## src/rtl/fp_pipe_pkg.sv

```systemverilog
`default_nettype none
// ============================================================================
// Module   : fp_pipe_pkg
// Purpose  : Shared helpers for the FP-adder pipeline blocks.
// Revision : 1.0 - initial release
// ============================================================================
package fp_pipe_pkg;

    // Width needed to hold an occupancy value in the range 0..depth.
    function automatic int cnt_width(input int depth);
        return $clog2(depth + 1);
    endfunction

endpackage : fp_pipe_pkg
`default_nettype wire

```

## src/rtl/pipe_stage.sv

```systemverilog
`default_nettype none
// ============================================================================
// Module   : pipe_stage
// Purpose  : One payload + valid register of the elastic delay line.
// Revision : 1.0 - initial release
// ============================================================================
module pipe_stage #(
    parameter int WIDTH      = 1,
    parameter bit CLEAR_DATA = 1'b0
) (
    input  logic             clk,
    input  logic             clear_n,
    input  logic             ld_i,
    input  logic             flush_i,
    input  logic [WIDTH-1:0] d_i,
    input  logic             v_i,
    output logic [WIDTH-1:0] d_o,
    output logic             v_o
);

    logic [WIDTH-1:0] data_q, data_d;
    logic             valid_q, valid_d;

    // Flush outranks load; payload is only wiped when CLEAR_DATA is set.
    always_comb begin
        data_d  = data_q;
        valid_d = valid_q;
        if (flush_i) begin
            valid_d = 1'b0;
            if (CLEAR_DATA) begin
                data_d = '0;
            end
        end else if (ld_i) begin
            data_d  = d_i;
            valid_d = v_i;
        end
    end

    always_ff @(posedge clk or negedge clear_n) begin
        if (!clear_n) begin
            data_q  <= '0;
            valid_q <= 1'b0;
        end else begin
            data_q  <= data_d;
            valid_q <= valid_d;
        end
    end

    assign d_o = data_q;
    assign v_o = valid_q;

endmodule : pipe_stage
`default_nettype wire

```

## src/rtl/pipe_delay_line.sv

```systemverilog
`default_nettype none
// ============================================================================
// Module   : pipe_delay_line
// Purpose  : Elastic DEPTH-stage delay line with back-pressure, bubble
//            collapsing, synchronous flush and occupancy count.
// Revision : 1.0 - initial release
// ============================================================================
module pipe_delay_line
    import fp_pipe_pkg::*;
#(
    parameter int WIDTH      = 1,
    parameter int DEPTH      = 7,
    parameter bit CLEAR_DATA = 1'b0
) (
    input  logic                         clk,
    input  logic                         clear_n,
    input  logic [WIDTH-1:0]             in_data,
    input  logic                         in_valid,
    output logic                         in_ready,
    output logic [WIDTH-1:0]             out_data,
    output logic                         out_valid,
    input  logic                         out_ready,
    input  logic                         flush,
    output logic [cnt_width(DEPTH)-1:0]  count
);

    localparam int CW = cnt_width(DEPTH);

    logic [DEPTH-1:0] w_ld;
    logic [DEPTH-1:0] w_v;
    logic [WIDTH-1:0] w_s [DEPTH];
    logic             w_accept;
    logic             w_emit;
    logic [CW-1:0]    count_q, count_d;

    // A stage loads when it is empty or everything downstream of it moves.
    always_comb begin
        w_ld            = '0;
        w_ld[DEPTH-1]   = ~w_v[DEPTH-1] | out_ready;
        for (int k = DEPTH - 2; k >= 0; k--) begin
            w_ld[k] = ~w_v[k] | w_ld[k+1];
        end
    end

    generate
        for (genvar k = 0; k < DEPTH; k++) begin : g_stage
            logic [WIDTH-1:0] w_d_in;
            logic             w_v_in;

            if (k == 0) begin : g_head
                assign w_d_in = in_data;
                assign w_v_in = in_valid & ~flush;
            end else begin : g_body
                assign w_d_in = w_s[k-1];
                assign w_v_in = w_v[k-1];
            end

            pipe_stage #(
                .WIDTH      (WIDTH),
                .CLEAR_DATA (CLEAR_DATA)
            ) u_stage (
                .clk     (clk),
                .clear_n (clear_n),
                .ld_i    (w_ld[k]),
                .flush_i (flush),
                .d_i     (w_d_in),
                .v_i     (w_v_in),
                .d_o     (w_s[k]),
                .v_o     (w_v[k])
            );
        end
    endgenerate

    assign in_ready  = w_ld[0] & ~flush;
    assign out_data  = w_s[DEPTH-1];
    assign out_valid = w_v[DEPTH-1];
    assign w_accept  = in_valid & in_ready;
    assign w_emit    = out_valid & out_ready;

    always_comb begin
        count_d = count_q;
        if (flush) begin
            count_d = '0;
        end else begin
            count_d = count_q + CW'(w_accept) - CW'(w_emit);
        end
    end

    always_ff @(posedge clk or negedge clear_n) begin
        if (!clear_n) begin
            count_q <= '0;
        end else begin
            count_q <= count_d;
        end
    end

    assign count = count_q;

endmodule : pipe_delay_line
`default_nettype wire
```

## config.mk

```make
export PLATFORM = sky130hd
export DESIGN_NAME = pipe_delay_line
export DESIGN_NICKNAME = d
export VERILOG_FILES = /design/src/rtl/fp_pipe_pkg.sv /design/src/rtl/pipe_stage.sv /design/src/rtl/pipe_delay_line.sv
export SDC_FILE = /design/constraint.sdc
export NUM_CORES = 1
export LEC_CHECK = 0
export CAP_MARGIN = 20
export CORE_MARGIN = 2
export CORE_UTILIZATION = 50
export DETAILED_ROUTE_END_ITERATION = 10
export GPL_TIMING_DRIVEN = 1
export PLACE_DENSITY = 0.77
export SLEW_MARGIN = 20
export SYNTH_ARGS = -nofsm -noshare
export SYNTH_HDL_FRONTEND = slang
export SYNTH_SLANG_ARGS = --single-unit
```

## constraint.sdc

```tcl
create_clock -name clk -period 2.95 [get_ports clk]
set_clock_uncertainty 0.05 [all_clocks]
set_input_delay 0.7375 -clock clk [delete_from_list [all_inputs] [get_ports clk]]
set_output_delay 0.7375 -clock clk [all_outputs]
set_load 0.02 [all_outputs]
```

; Word level (Yosys, flattened, before mapping)
; Cells that the tools add are included.
[totals]
regBits = 17
in_bits = 6
out_inout_bits = 6
word_cells = 65
[classes]
addsub = 2
n_mux = 15
bitwise_logic = 19
n_reduce_logical = 14
[ops]
columns = cell, count
row1 = 2-to-1 mux 1 bit, 14
row2 = AND reduction 2 bit, 7
row3 = nonzero test 2 bit, 7
row4 = NOT 1 bit, 8
row5 = OR 1 bit, 7
row6 = AND 1 bit, 4
row7 = adder 3 x 1 -> 3 bit, 1
row8 = 2-to-1 mux 3 bit, 1
row9 = subtractor 3 x 1 -> 3 bit, 1

; Logic depth before layout (Yosys ltp)
; Gate-level depths: netlist of run 1.
[depth]
ltp_word = 13
mapped_depth = 11
mapped_depth_nobuf = 10

; Hierarchy
; Synthesis of run 1 repeated with hierarchy kept, for this count alone.
[unflattened]
cells_unflattened = 68
hier_area_um2 = 900.9
[by_module_without_submodules]
columns = mod, instances, cells_each, area_per_inst_um2, seq_area_each_um2
row1 = pipe_stage, 7, 6, 92.6, 50.0
row2 = pipe_delay_line, 1, 26, 252.7, 75.1

; Worst setup path after synthesis of run 1
; No wires, ideal clock.
[synth_timing]
kind = input -> register
start = in out_ready
end = reg count_q[2] (netlist: count[2])
setup_ps = 132
arrival_ps = 2426
required_ps = 2768
setup_slack_ps = 343
cell_stages = 11
path_buffers = 1
cell_sequence = and4b_1 -> buf_6 -> a31oi_4 -> nand2_1 -> ha_1 -> inv_1 -> ha_1 -> inv_1 -> fa_1 -> xnor2_1 -> nor2_1
[synth_via]
elab_chain_cells = 12
word_cells_on_any_way = 13
classes_between = add/sub: 2 / mux: 1 / bitwise: 10
[synth_lines]
columns = item, line
row1 = from (decl), pipe_delay_line.sv:22  ; input logic out_ready,
row2 = OR 1 bit, pipe_delay_line.sv:39  ; w_ld[DEPTH-1] = ~w_v[DEPTH-1] | out_ready;
row3 = OR 1 bit (6 in a row), pipe_delay_line.sv:41  ; w_ld[k] = ~w_v[k] | w_ld[k+1];
row4 = AND 1 bit, pipe_delay_line.sv:74  ; assign in_ready = w_ld[0] & ~flush;
row5 = net in_ready, pipe_delay_line.sv:19  ; output logic in_ready,
row6 = AND 1 bit, pipe_delay_line.sv:77  ; assign w_accept = in_valid & in_ready;
row7 = adder 3 x 1 -> 3 bit, pipe_delay_line.sv:85  ; count_d = count_q + CW'(w_accept) - CW'(w_emit);
row8 = subtractor 3 x 1 -> 3 bit, pipe_delay_line.sv:85
row9 = 2-to-1 mux 3 bit, pipe_delay_line.sv:82  ; if (flush) begin
row10 = net count_d[2], pipe_delay_line.sv:34  ; logic [CW-1:0] count_q, count_d;
row11 = to (signal assigned), pipe_delay_line.sv:93  ; count_q <= count_d;
row12 = to (decl), pipe_delay_line.sv:34
; The timed path passes the listed nets, and every way through them passes these cells.
; A chain may end at the register's enable or synchronous reset.

; Worst setup path after layout of run 1
[layout_timing]
start = in out_ready
end = out in_ready
[layout_via]
elab_chain_cells = 8
[layout_lines]
columns = item, line
row1 = OR 1 bit, pipe_delay_line.sv:39
row2 = OR 1 bit (6 in a row), pipe_delay_line.sv:41
row3 = AND 1 bit, pipe_delay_line.sv:74
row4 = to (decl), pipe_delay_line.sv:19
; No other way between the ends.

==> metrics.md, run 1 <==
| Metric | Value |
|---|---|
| Min cycle time layout | `2.802 ns` |
| Final-report setup violation count | `0` |
| Vias in the first global route | `496` |
| Vias per std cell | `5.421` |
| FF-to-FF End | `count[2]` |
| DR iter-0 viols | `3` |
| Synth area leaders | `dfrtp_1 55%, mux2_2 7.3%, nor2_1 6.3%` |
| Drt drc | `0` |
| Drt first pass iters | `5` |
| Max incr delay on CP | `0.50 ns` |
| Max-cap violations | `0` |
| Worst-path clk slew | `0.09 ns` |
| Post-synthesis register bit count | `17` |
| Startpoint types | `primary input` |
| Reg area | `425.4 um^2` |
| Crit path capture type | `primary output` |
| Post-synthesis sequential area ratio | `54.93%` |
| Placer Congestion | `0.7538` |
| Delay-heaviest family, CP | `buffers and inverters` |
| Reg2reg path depth | `10` |
| Launching point of the worst reg2reg path | `g_stage[5].u_stage.v_o` |
| Dominant cell type by area after synthesis | `dfrtp_1` |
| Worst rel slew slack | `50.14%` |
| Post-synthesis cell type count | `23` |
| Status | `completed` |
| Worst Max-Slew Pin Slew | `0.7455 ns` |
| Die outline width | `43.36 um` |
| Initial antenna violation count | `0` |
| Worst Path Required | `2.16 ns` |
| Remaining Overflow, GRT | `0` |
| Synth top area share | `54.93%` |
| F_max | `0.3568 GHz` |
| Buf/Inv on CP | `2` |
| Fraction of layout cells with a size suffix above 1 | `16.46%` |
| Multi-input gate area | `314.1 um^2` |
| CP Cell Sequence | `clkdlybuf4s50_1, and4b_1, a31oi_4, dlygate4sd2_1` |
| PwrDens | `522.9 nW/um^2` |
| PortBufs | `11` |
| Die Height | `43.36 um` |
| Postcts setup bufs | `0` |
| FP Rows | `14` |
| Hold Path End | `g_stage[2].u_stage.d_o` |
| Pleak | `0.4323 nW` |
| DRT antenna net count | `0` |
| Fill count | `132` |
| Largest net degree at the start of global routing | `18` |
| Hold path startpoint | `g_stage[1].u_stage.d_o` |
| # H-tree levels | `1` |
| Final hold vios | `0` |
| Post-synth top flop | `dfrtp_1` |
| Crit path kind | `primary input to primary output` |
| Worst skew pair latency | `0.29 ns` |
| Most frequent cells in the layout | `17 x dfrtp_1, 13 x nor2_1, 10 x clkdlybuf4s50_1` |
| Overall routed net length | `1.247 mm` |
| Hold_ws | `0.4453 ns` |
| Cell Area, Synth | `774.5 um^2` |
| Final core occ | `62.84%` |
| Non-filler cells, final | `95` |
| Synth Instances | `65` |
| Tot GR Track Use | `15.87%` |
| Post-synth EDFFs | `0` |
| CP arrival | `2.01 ns` |
| CTS tree | `yes` |
| Clock root cell | `clkbuf_4` |
| Drt wl/cell | `13.13 um` |
| First-pass GRT wire length | `2.145 mm` |
| Max stage delay cell, worst path | `clkdlybuf4s50_1` |
| Vias | `515` |
| Worst R2R Setup Slack | `0.67 ns` |
| Worst hold path cell count | `1` |
| Avg Inst Size Synth | `11.92 um^2` |
| Nets | `89` |
| TritonCTS Sinks | `17` |
| Asr flop ratio synth | `100.0%` |
| Total power | `483.5 uW` |
| Initial Utilization | `52.64%` |
| Tcrit/Tclk final | `95.00%` |
| Commonest non-fill, non-tap cell in the layout | `dfrtp_1` |
| Die ar. | `1880 um^2` |
| CTS Buffer Depth | `2` |
| Max-slew violation count | `0` |
| Boundary Pins | `12` |
| Total CTS buffers | `3` |
| Crit path max fanout | `4` |
| Antenna diode count | `0` |
| Min-delay worst type | `flip-flop to flip-flop` |
| Worst vdd ir | `0.3233 mV` |
| Core area | `1471 um^2` |
| Unrepaired setup endpoints after global routing | `false` |
| Synth warnings | `0` |
| Dpl cells | `91` |
| Area Growth Syn to Fin | `19.39%` |
| Syn nets | `74` |
| Detailed placer's ending HPWL | `898.1 um` |
==> cells by family after synthesis <==
| logic type | Yosys count | share of synthesized area, % |
|---|---|---|
| adder cells (fa/ha/maj) | 3 | 5.815 |
| buffers and inverters | 6 | 4.523 |
| AO/OA/AOI/OAI | 10 | 9.370 |
| multiplexers | 7 | 10.66 |
| XOR/XNOR | 2 | 2.262 |
| flip-flops | 17 | 54.93 |
| AND/OR/NAND/NOR | 20 | 12.44 |
==> worst register-to-register path, delay by kind of cell, from the launching register on <==
| kind | cells | cell delay [ns] |
|---|---|---|
| AOI/OAI and AO/OA | 1 | 0.21 |
| xor gates and xnor gates | 1 | 0.19 |
| adders and majority gates | 3 | 0.77 |
| buffers and inverters | 2 | 0.10 |
| DFF | 1 | 0.43 |
| and+or+nand+nor | 3 | 0.42 |
==> cell usage after synthesis (2+ instances only) <==
library cell	number
a21oi_1	4
mux2_2	5
nor2b_1	2
nor2_1	13
a31oi_1	5
dfrtp_1	17
inv_1	2
ha_1	2
==> area by class of cell <==
| type | instances | share of cell area, % |
|---|---|---|
| Tap cell | 16 | 2.165 |
| Sequential cell | 17 | 46.01 |
| Clock buffer | 4 | 2.842 |
| Inverter | 2 | 0.8119 |
| Multi-Input combinational cell | 42 | 33.96 |
| Timing Repair Buffer | 14 | 14.21 |
==> layer usage <==
layer	wire length [um]	up-vias	global-route usage (%)	part of all wire, %
li1	-	254	-	-
met1	608	251	21.17	49
met2	578	8	24.78	46
met3	36	2	3.750	2.9
met4	23	0	7.273	1.8
met5	0	-	0	0
==> per-stage QoR <==
step / cell area, um^2 / setup TNS, ns / worst slack [ns]
2_1_floorplan: 774.5 / 0 / 0.3425
3_3_place_gp: 899.6 / -0.1715 / -0.1217
3_5_place_dp: 899.6 / -0.2479 / -0.1373
4_1_cts: 924.6 / 0 / 0.1382
5_1_grt: 924.6 / 0 / 0.09538
6_report: 924.6 / 0 / 0.1475
==> worst max path at each step <==
stage	start	cells after the start	to	slack, ns
after detailed placement	out_ready	4	in_ready	-0.14
final	out_ready	4	in_ready	0.15
after global routing	out_ready	4	in_ready	0.1
after CTS	out_ready	4	in_ready	0.14
after floorplan	out_ready	11	count[2]	0.34
after global placement	out_ready	4	in_ready	-0.12
==> power breakdown <==
part | switching, mW | leakage (nW) | total, mW | internal (mW)
clock | 0.0692 | 0.0150 | 0.122 | 0.0526
sequential | 0.0144 | 0.219 | 0.276 | 0.261
combinational | 0.0373 | 0.198 | 0.0861 | 0.0488
==> registers in the layout, indices dropped and copies added, names as in the netlist <==
name                 count
count                    3
g_stage.u_stage.d_o      7
g_stage.u_stage.v_o      7
==> timing repair <==
item	CTS	global route
setup endpoints to repair	1	0
resized for setup	1	0
hold buffers	0	0
(Power assumes the default switching activity.)
==> run 2: changes to the inputs <==
--- a/config.mk
+++ b/config.mk
@@ -7,2 +7,3 @@
 export LEC_CHECK = 0
+export ABC_CLOCK_PERIOD_IN_PS = 2950
 export CAP_MARGIN = 20
@@ -12,3 +13,3 @@
 export GPL_TIMING_DRIVEN = 1
-export PLACE_DENSITY = 0.77
+export PLACE_DENSITY = 0.76
 export SLEW_MARGIN = 20
--- a/constraint.sdc
+++ b/constraint.sdc
@@ -4,2 +4,2 @@
 set_output_delay 0.7375 -clock clk [all_outputs]
-set_load 0.02 [all_outputs]
+set_load 0.1 [all_outputs]
==> metrics.md, run 2 (same netlist as run 1, synthesis figures left out) <==
| Metric | Value |
|---|---|
| Largest net degree at the start of global routing | `18` |
| Vias | `512` |
| Int Pwr | `359.1 uW` |
| Power share of the combinational group | `26.3%` |
| Fraction of layout cells with a size suffix above 1 | `26.58%` |
| First-pass GRT wire length | `2.208 mm` |
| Status | `completed` |
| Final hold vios | `0` |
| Fin area | `925.9 um^2` |
| Final core occ | `62.93%` |
| Vias in the first global route | `501` |
| Drt drc | `0` |
| Crit path max fanout | `4` |
| Nets | `89` |
| Clk pwr share | `22.8%` |
| Postcts setup bufs | `0` |
| Startpoint types | `primary input` |
| Drt wl/cell | `12.98 um` |
| Remaining Overflow, GRT | `0` |
| Total power | `542.1 uW` |
| Post-Place Worst Slack | `-0.08415 ns` |
| Initial Utilization | `52.64%` |
| Worst rel slew slack | `50.25%` |
| Clock root cell | `clkbuf_4` |
| Worst skew pair latency | `0.28 ns` |
| Unrepaired setup endpoints after global routing | `false` |
| Min-delay worst type | `flip-flop to flip-flop` |
| Die Height | `43.36 um` |
| CTS tree | `yes` |
| F_max | `0.3648 GHz` |
| # resized after CTS | `0` |
| Worst Max-Slew Pin Slew | `0.7439 ns` |
| Initial antenna violation count | `0` |
| # H-tree levels | `1` |
| Max-slew violation count | `0` |
| Crit path capture type | `primary output` |
| DRT antenna net count | `0` |
| CTS Buffer Depth | `2` |
| Boundary Pins | `12` |
| Overall routed net length | `1.233 mm` |
| Drt first pass iters | `4` |
| PortBufs | `11` |
| Share of total power in sequential cells | `51.0%` |
| CP arrival | `1.95 ns` |
| Die outline width | `43.36 um` |
| Worst Path Required | `2.16 ns` |
| FP Rows | `14` |
| Detailed placer's ending HPWL | `899.3 um` |
| Switching Share | `33.76%` |
| Final-report setup violation count | `0` |
| Most frequent cells in the layout | `16 x dfrtp_1, 13 x nor2_1, 8 x buf_4` |
| TritonCTS Sinks | `17` |
| Placer Congestion | `0.7518` |
| Worst-path clk slew | `0.10 ns` |
| Die ar. | `1880 um^2` |
| Max-cap violations | `0` |
| Total CTS buffers | `3` |
| Fill count | `127` |
| DR iter-0 viols | `9` |
| PwrDens | `585.5 nW/um^2` |
| Pleak | `0.4462 nW` |
| Antenna diode count | `0` |
| Commonest non-fill, non-tap cell in the layout | `dfrtp_1` |
| Crit path kind | `primary input to primary output` |
| Tcrit/Tclk final | `92.92%` |
| DP Area | `898.4 um^2` |
| Worst R2R Setup Slack | `0.71 ns` |
| Tot GR Track Use | `16.23%` |
| Non-filler cells, final | `95` |
| Dpl cells | `91` |
| Post-route setup slack | `0.2089 ns` |
| Worst vdd ir | `0.3912 mV` |
| Hold-fix buffers, CTS | `0` |
| Sw Pwr | `183.0 uW` |
| Vias per std cell | `5.389` |
| Core area | `1471 um^2` |
| Area Growth Syn to Fin | `19.55%` |
| Min cycle time layout | `2.741 ns` |
[run 2: cell count changes in the layout (fill, tap and decap cells not counted), sizes merged]
cell           change
buf                +6
clkbuf             -1
clkdlybuf4s50      -5
clkinv             +1
dlygate4sd2        -1
[run 2: cell type report]
| type | instances | area [um^2] | share of cell area, % |
|---|---|---|---|
| Clock buffer | 3 | 22.52 | 2.432 |
| Clock inverter | 1 | 5.005 | 0.5405 |
| Inverter | 2 | 7.507 | 0.8108 |
| Multi-Input combinational cell | 42 | 314.1 | 33.92 |
| Sequential cell | 17 | 426.7 | 46.08 |
| Tap cell | 16 | 20.02 | 2.162 |
| Timing Repair Buffer | 14 | 130.1 | 14.05 |
[run 2: worst max-delay path, stage by stage]
cell	delay [ns]
clkdlybuf4s50_1	0.50
and4b_1	0.25
a31oi_4	0.14
buf_4	0.15
buf_12	0.17
[run 2: stage by stage]
step	setup TNS [ns]	hold slack [ns]
floorplan	-0.08048	0.3919
global placement	0	0.4182
detailed placement	-0.08415	0.4374
CTS	0	0.4628
global route	0	0.4774
finish	0	0.4584
[run 2: path summary, 6_finish.rpt]
path | from | endpoint | cells after the start
hold reg to reg | g_stage[1].u_stage.d_o | g_stage[2].u_stage.d_o | 1
setup reg to reg | g_stage[5].u_stage.v_o | count[2] | 10
hold / removal | g_stage[1].u_stage.d_o | g_stage[2].u_stage.d_o | 1
min in group asynchronous | clear_n | g_stage[0].u_stage.v_o | 1
max in group asynchronous | clear_n | g_stage[6].u_stage.v_o | 1
setup / recovery | out_ready | in_ready | 5
[run 2: per-layer routing]
| metal | part of all wire, % | GRT usage (%) |
|---|---|---|
| met5 | 0 | 0 |
| met4 | 0.73 | 7.273 |
| met3 | 3.8 | 3.750 |
| met2 | 47 | 25.37 |
| met1 | 48 | 21.73 |
[run 2: power groups by stage]
stage	clock network, mW	logic [mW]	registers (mW)
after detailed placement	0	0.144	0.281
after floorplan	0	0.0451	0.339
after global routing	0.136	0.151	0.280
after CTS	0.128	0.144	0.277
after global placement	0	0.141	0.281
final	0.124	0.142	0.276
